### src/rtl/ad9226_capture.sv
// ad9226_capture
//
// Multi-channel capture front end for AD9226-class parallel ADCs.
// The asynchronous ADC sample clock is synchronised into clk and its falling
// edge produces a one-cycle capture strobe. On each strobe every channel is
// accumulated; after 2^AVG_LOG2 samples the averaged frame is presented on a
// single-entry valid/ready output together with a frame sequence number.
// A completed frame that finds the output register still occupied is dropped
// and the sticky overrun flag is raised.
//
// Ports:
//   clk           system clock, all logic on the rising edge
//   rst_n         asynchronous active-low reset
//   clk_sample    ADC sample clock, asynchronous to clk
//   enable        capture enable (level)
//   data_in       ADC data, channel 0 in the LSBs
//   m_data        averaged frame, channel 0 in the LSBs
//   m_valid       frame available
//   m_ready       downstream accepts the frame
//   m_seq         frame sequence number, wraps 255 -> 0
//   overrun       sticky, a completed frame was dropped
//   clear_overrun one-cycle pulse clearing overrun
module ad9226_capture #(
  parameter int ADC_DATA_WIDTH = 12,
  parameter int NUM_CH         = 4,
  parameter int AVG_LOG2       = 2,
  parameter int SYNC_STAGES    = 2
) (
  input  logic                               clk,
  input  logic                               rst_n,
  input  logic                               clk_sample,
  input  logic                               enable,
  input  logic [NUM_CH*ADC_DATA_WIDTH-1:0]   data_in,
  output logic [NUM_CH*ADC_DATA_WIDTH-1:0]   m_data,
  output logic                               m_valid,
  input  logic                               m_ready,
  output logic [7:0]                         m_seq,
  output logic                               overrun,
  input  logic                               clear_overrun
);

  localparam int ACC_W = ADC_DATA_WIDTH + AVG_LOG2;
  localparam int CNT_W = (AVG_LOG2 == 0) ? 1 : AVG_LOG2;
  localparam logic [CNT_W-1:0] CNT_LAST = CNT_W'((1 << AVG_LOG2) - 1);

  typedef enum logic [0:0] {
    IDLE,
    ACC
  } state_t;

  state_t state, state_next;

  logic [SYNC_STAGES-1:0] sync_ff;
  logic                   hist;
  logic                   cap;

  logic [ACC_W-1:0] acc      [NUM_CH];
  logic [ACC_W-1:0] acc_next [NUM_CH];
  logic [CNT_W-1:0] cnt;

  logic                             do_acc;
  logic                             clear_acc;
  logic                             frame_done;
  logic                             last_sample;
  logic                             drop;
  logic [NUM_CH*ADC_DATA_WIDTH-1:0] frame;

  // Synchroniser chain plus history flop. The strobe is registered so the
  // capture cycle lands SYNC_STAGES+1 clocks after the falling edge. The
  // history flop resets low, so a clk_sample that is already low when reset
  // releases never produces a spurious strobe.
  always_ff @(posedge clk or negedge rst_n) begin
    if (!rst_n) begin
      sync_ff <= '0;
      hist    <= 1'b0;
      cap     <= 1'b0;
    end else begin
      sync_ff <= {sync_ff[SYNC_STAGES-2:0], clk_sample};
      hist    <= sync_ff[SYNC_STAGES-1];
      cap     <= hist & ~sync_ff[SYNC_STAGES-1];
    end
  end

  always_ff @(posedge clk or negedge rst_n) begin
    if (!rst_n) begin
      state <= IDLE;
    end else begin
      state <= state_next;
    end
  end

  assign last_sample = (cnt == CNT_LAST);

  // Dropping enable while accumulating clears the partial frame on the way
  // back to IDLE; a strobe in that same cycle is discarded with it.
  always_comb begin
    state_next = state;
    do_acc     = 1'b0;
    clear_acc  = 1'b0;
    frame_done = 1'b0;
    case (state)
      IDLE: begin
        clear_acc = 1'b1;
        if (enable) begin
          state_next = ACC;
        end
      end
      ACC: begin
        if (!enable) begin
          state_next = IDLE;
          clear_acc  = 1'b1;
        end else if (cap) begin
          do_acc     = 1'b1;
          frame_done = last_sample;
        end
      end
      default: begin
        state_next = IDLE;
        clear_acc  = 1'b1;
      end
    endcase
  end

  // The frame includes the sample captured in the completing cycle, so it is
  // formed from the accumulator plus the current input. Dropping the low
  // AVG_LOG2 bits divides by the sample count with truncation.
  always_comb begin
    frame = '0;
    for (int ch = 0; ch < NUM_CH; ch++) begin
      acc_next[ch] = acc[ch] + ACC_W'(data_in[ch*ADC_DATA_WIDTH +: ADC_DATA_WIDTH]);
      frame[ch*ADC_DATA_WIDTH +: ADC_DATA_WIDTH] = acc_next[ch][ACC_W-1 -: ADC_DATA_WIDTH];
    end
  end

  always_ff @(posedge clk or negedge rst_n) begin
    if (!rst_n) begin
      cnt <= '0;
      for (int ch = 0; ch < NUM_CH; ch++) begin
        acc[ch] <= '0;
      end
    end else if (clear_acc || frame_done) begin
      cnt <= '0;
      for (int ch = 0; ch < NUM_CH; ch++) begin
        acc[ch] <= '0;
      end
    end else if (do_acc) begin
      cnt <= cnt + CNT_W'(1);
      for (int ch = 0; ch < NUM_CH; ch++) begin
        acc[ch] <= acc_next[ch];
      end
    end
  end

  // A frame is dropped only when the output register is full and not being
  // emptied in the same cycle.
  assign drop = frame_done & m_valid & ~m_ready;

  always_ff @(posedge clk or negedge rst_n) begin
    if (!rst_n) begin
      m_valid <= 1'b0;
      m_data  <= '0;
      m_seq   <= '0;
      overrun <= 1'b0;
    end else begin
      if (frame_done && (!m_valid || m_ready)) begin
        m_valid <= 1'b1;
        m_data  <= frame;
        m_seq   <= m_seq + 8'd1;
      end else if (m_valid && m_ready) begin
        m_valid <= 1'b0;
      end
      // A drop in the same cycle as a clear keeps the flag set.
      if (drop) begin
        overrun <= 1'b1;
      end else if (clear_overrun) begin
        overrun <= 1'b0;
      end
    end
  end

endmodule

### config.mk
export PLATFORM = sky130hd
export DESIGN_NAME = ad9226_capture
export DESIGN_NICKNAME = d
export VERILOG_FILES = /design/src/rtl/ad9226_capture.sv
export SDC_FILE = /design/constraint.sdc
export NUM_CORES = 1
export LEC_CHECK = 0
export BUFFER_PORTS_ARGS = -buffer_cell sky130_fd_sc_hd__buf_2
export CAP_MARGIN = 20
export CORE_ASPECT_RATIO = 1.2
export CORE_UTILIZATION = 40
export CTS_BUF_LIST = sky130_fd_sc_hd__clkbuf_8 sky130_fd_sc_hd__clkbuf_16
export DETAILED_ROUTE_END_ITERATION = 8
export MAX_ROUTING_LAYER = met4
export PLACE_DENSITY = 0.68
export SLEW_MARGIN = 20
export SYNTH_ARGS = -nofsm -noshare
export SYNTH_HDL_FRONTEND = slang
export SYNTH_SLANG_ARGS = --single-unit
export TNS_END_PERCENT = 1
### constraint.sdc
create_clock -name clk -period 2.7 [get_ports clk]
set_clock_uncertainty 0.05 [all_clocks]
set_input_delay 0.81 -clock clk [delete_from_list [all_inputs] [get_ports clk]]
set_output_delay 0.81 -clock clk [all_outputs]
set_load 0.02 [all_outputs]
=== After elaboration in Yosys (flattened, before gate mapping) ===
Cells that the tools add are included.

* Register bits: 121
* Input bits: 54
* Output and inout bits: 58

* Add/subtract/negate cells: 6
* Eq/ne operators: 1
* Mux-type cells: 17
* Bitwise gates (word level): 6
* Reductions and logical operators: 8

{| class="wikitable"
|+ Operator list
! operator !! number
|-
| two-way mux 56 bit || 2
|-
| adder 14 x 12 -> 14 bit || 4
|-
| two-way mux 1 bit || 12
|-
| adder 8 x 1 -> 8 bit (second input constant) || 1
|-
| nonzero test 2 bit || 3
|-
| two-way mux 2 bit || 2
|-
| bitwise AND 1 bit || 3
|-
| inverter 1 bit || 3
|-
| adder 2 x 1 -> 2 bit (second input constant) || 1
|-
| == test 2 bit (second input constant) || 1
|-
| logical AND 1 bit || 2
|-
| logical OR 1 bit || 2
|-
| case mux 1 bit (2 select lines) || 1
|-
| zero test 1 bit || 1
|}

=== Depth between registers and ports, before layout ===
* Word-level depth: 7
* Depth in mapped cells: 8

=== Least setup slack after synthesis ===
Ideal clock, no wire load.

* Path type: input -> register
* Start: in data_in[12]
* End: reg acc[40] in the netlist's numbering
* Arrival: 2.673 ns
* Required time: 2.568 ns
* Setup slack: -0.105 ns
* Cell stages on the path: 8
* Path buffers: 0
* Path through: ha_1 -> fa_1 -> a211o_1 -> a21oi_4 -> o21ai_2 -> o41a_1 -> nand2b_1 -> a31oi_1

* Cells in the longest elaborated chain, start to end: 3

{| class="wikitable"
|+ RTL lines
! what !! line !! RTL
|-
| start, declared || 33 || <nowiki>input logic [NUM_CH*ADC_DATA_WIDTH-1:0] data_in,</nowiki>
|-
| adder 14 x 12 -> 14 bit || 130 || <nowiki>acc_next[ch] = acc[ch] + ACC_W'(data_in[ch*ADC_DATA_WIDTH +: ADC_DATA_WIDTH]);</nowiki>
|-
| two-way mux 56 bit || 146 || <nowiki>end else if (do_acc) begin</nowiki>
|-
| two-way mux 56 bit || 141 || <nowiki>end else if (clear_acc || frame_done) begin</nowiki>
|-
| end signal, assigned by index || 149 || <nowiki>acc[ch] <= acc_next[ch];</nowiki>
|-
| end, declared || 57 || <nowiki>logic [ACC_W-1:0] acc [NUM_CH];</nowiki>
|}

No other way between the ends. The select of a mux whose other input is x is not followed.
A chain may end at the register's enable or synchronous reset.

=== Worst setup path after layout ===
* Start: in data_in[36]
* End: reg acc[12] in the netlist's numbering

The elaborated chain is that of the path after synthesis.

==> impl_metrics.csv <==
group,metric,value,unit
yosys,netlist_instances,664,
setup_path,crit_type,"in2reg",
placement,place_ws,-0.253,ns
pwr,max-vdd-ir-drop,0.351,mV
sta,grt_setup_unrepaired,"no",
setup_path,crit_path_cell_trace,"buf_2 -> ha_1 -> fa_1 -> a21o_1 -> a22oi_1 -> o21ai_1 -> a31o_1 -> or2_0 -> a31oi_1",
sta,finalHoldViolCount,0,
yosys,synth-main-ff-cell,"dfrtp_1",
die,die_x,120,um
grt,grt_max_degree,43,
clock_network,worstSkewPairLatency,0.42,ns
grt,grt_pass1_wl,26900,um
setup_path,crit_end,"acc[12]",
yosys,yosysMostFrequentCell,"dfrtp_1",
clock_network,postCtsResizedCells,0,
sta,period_needed,2.52,ns
yosys,yosysTopAreaCell,"dfrtp_1",
clock_network,path_clk_slew,0.06,ns
final_layout,drive_gt1_frac,0.258,
sta,tightest_slew,0.589,ns
detailed_routing,drtAntennaViolNets,0,
detailed_routing,routed_via_density,5.25,
grt,grt-ovfl-total,0,
yosys,synth_edf_count,0,
clock_network,clockBufferDepth,2,
final_layout,antenna_cells,0,
yosys,synthTopCellsByCount,"dfrtp_1, nand2_1, ha_1",
setup_path,ff2ff_setup_slack,0.29,ns
setup_path,cp_top_family,"compound AO/OA/AOI/OAI gates",
detailed_routing,drt-met1-wl,7570,um
sta,fmax,397,MHz
clock_network,hold_buffers,0,
grt,track_usage,0.206,
die,num_io_pins,112,
final_layout,syn2layout_area_growth,25.8,%
pwr,p_leak,4.44,nW
setup_path,required,2.98,ns
die,rows,51,
die,die_area,0.0173,mm2
setup_path,regToRegStartpoint,"acc[0]",
placement,place_area,0.00785,mm2
clock_network,cts_max_level,4,
detailed_routing,wl_met3,505,um
sta,drv_slew,0,
sta,finalSetupViolations,0,
detailed_routing,highest_layer,"met4",
detailed_routing,wl_per_cell,15.6,um
yosys,synth_async_sr_flop_share,1.00,
yosys,synth.avg_cell_area,10.1,um2
setup_path,worstSetupStartpoint,"data_in[36]",
detailed_routing,drc_errors,0,
yosys,ys_seq_area_frac,0.451,
clock_network,cts_root_buffer,"clkbuf_16",
yosys,yosysTopAreaCellShare,0.451,
placement,gp_routability_congestion,0.872,
setup_path,critPathArrivalTime,2.80,ns
yosys,synth_warnings,0,
placement,portBuffers,111,
setup_path,cp-end-kind,"flop",
grt,grt_pass1_vias,5515,
status,status,"finished clean",
detailed_routing,num_vias,5452,
setup_path,r2r-end,"acc[12]",
pwr,power.density,553,mW/mm2
sta,slew_headroom,0.607,
yosys,synth_area,0.00672,mm2
sta,finalCritPeriodShare,0.933,
yosys,ys_seq_elements,121,
setup_path,cp.buffers_inverters,1,
detailed_routing,wl_met2,7870,um
clock_network,post-cts-setup-buffer-count,0,
sta,fin_hold_ws,0.296,ns
die,start_util,0.411,
setup_path,r2r_cells,8,
setup_path,crit_cells,9,
yosys,synth_nets,772,
detailed_routing,drtPass1Iterations,4,
detailed_routing,drt-total-wl,16200,um
clock_network,cts_buffers,17,
sta,fin_ws,0.182,ns
setup_path,cpPeakStageDelay,0.41,ns
final_layout,nets,921,
setup_path,crit_fanout,3,
clock_network,tritoncts,"done",
grt,antenna_found_initial,0,
worst_hold_path,hp-class,"reg2reg",
clock_network,clock-sinks,121,
placement,hpwlAfterDp,11800,um
detailed_routing,first_iter_violations,236,
yosys,synth_area_leaders,"dfrtp_1, ha_1, nand2_1",
die,chipHeight,144,um
flow_run,drv_cap,0,
setup_path,crit_path_top_delay_cell,"fa_1",
yosys,ys_types,52,
final_layout,finalInstanceArea,0.00845,mm2
setup_path,cp-start-kind,"primary input",
die,coreArea,0.0163,mm2
[worst min path at each step]
| stage | from | end | slack [ns] | depth (start not counted) |
|---|---|---|---|---|
| after global routing | sync_ff[0] | sync_ff[1] | 0.32 | 0 |
| after detailed placement | sync_ff[0] | sync_ff[1] | 0.28 | 0 |
| after floorplan | sync_ff[0] | sync_ff[1] | 0.28 | 0 |
| final | sync_ff[0] | sync_ff[1] | 0.30 | 0 |
| after global placement | sync_ff[0] | sync_ff[1] | 0.28 | 0 |
| after CTS | sync_ff[0] | sync_ff[1] | 0.30 | 0 |
[metal layers]
metal,global-route usage,vias up
met5,-,-
met4,0.0741,0
met3,0.0353,16
met2,0.339,109
met1,0.254,2608
li1,-,2719
[power breakdown]
group          internal [W]  leakage [nW]  total (W)  switching, W
registers           0.00185          1.67    0.00187     0.0000277
clock network       0.00146         0.290    0.00231      0.000846
logic              0.000214          2.47   0.000489      0.000275
[registers in the layout, indices dropped and copies added (netlist names)]
register	flops
acc	56
cap	1
cnt	2
hist	1
m_data	48
m_seq	8
m_valid	1
overrun	1
state	1
sync_ff	2
[through the flow]
step | power, W | util | TNS (ns) | std cells
detailed placement | 0.00240 | 0.481 | -3.31 | 1006
global route | 0.00485 | 0.517 | 0 | 1038
CTS | 0.00472 | 0.517 | 0 | 1038
global placement | 0.00239 | 0.481 | -2.50 | 1006
finish | 0.00467 | 0.517 | 0 | 1038
floorplan | 0.00219 | - | -0.0219 | 664
[cells by family (layout without fill, tap and decap cells)]
| group | count (synthesis) | after routing | synth area share |
|---|---|---|---|
| flops | 121 | 121 | 0.451 |
| compound gates | 206 | 206 | 0.214 |
| mux | 19 | 19 | 0.0311 |
| simple gates | 186 | 186 | 0.124 |
| fa+ha+maj | 54 | 54 | 0.105 |
| buf+inv | 36 | 198 | 0.0209 |
| xor+xnor | 42 | 42 | 0.0548 |
[cell type report]
type | instances | area [um2]
clock buffer | 18 | 439
clock inverter | 14 | 156
fill | 1525 | 7890
inverter | 12 | 45.0
multi-input combinational | 507 | 3570
sequential | 121 | 3030
tap | 212 | 265
timing repair buffer | 154 | 943
[cells in the final DEF (no fill, tap or decap), types with 21 or more instances in the layout]
master,Yosys,layout
dfrtp_1,121,121
buf_2,4,110
nand2_1,93,93
ha_1,50,50
buf_4,0,39
a21oi_1,37,37
a22o_1,37,37
xnor2_1,36,36
nor2_1,34,33
o21ai_0,26,26
a21o_1,21,21
(Power assumes the default switching activity.)
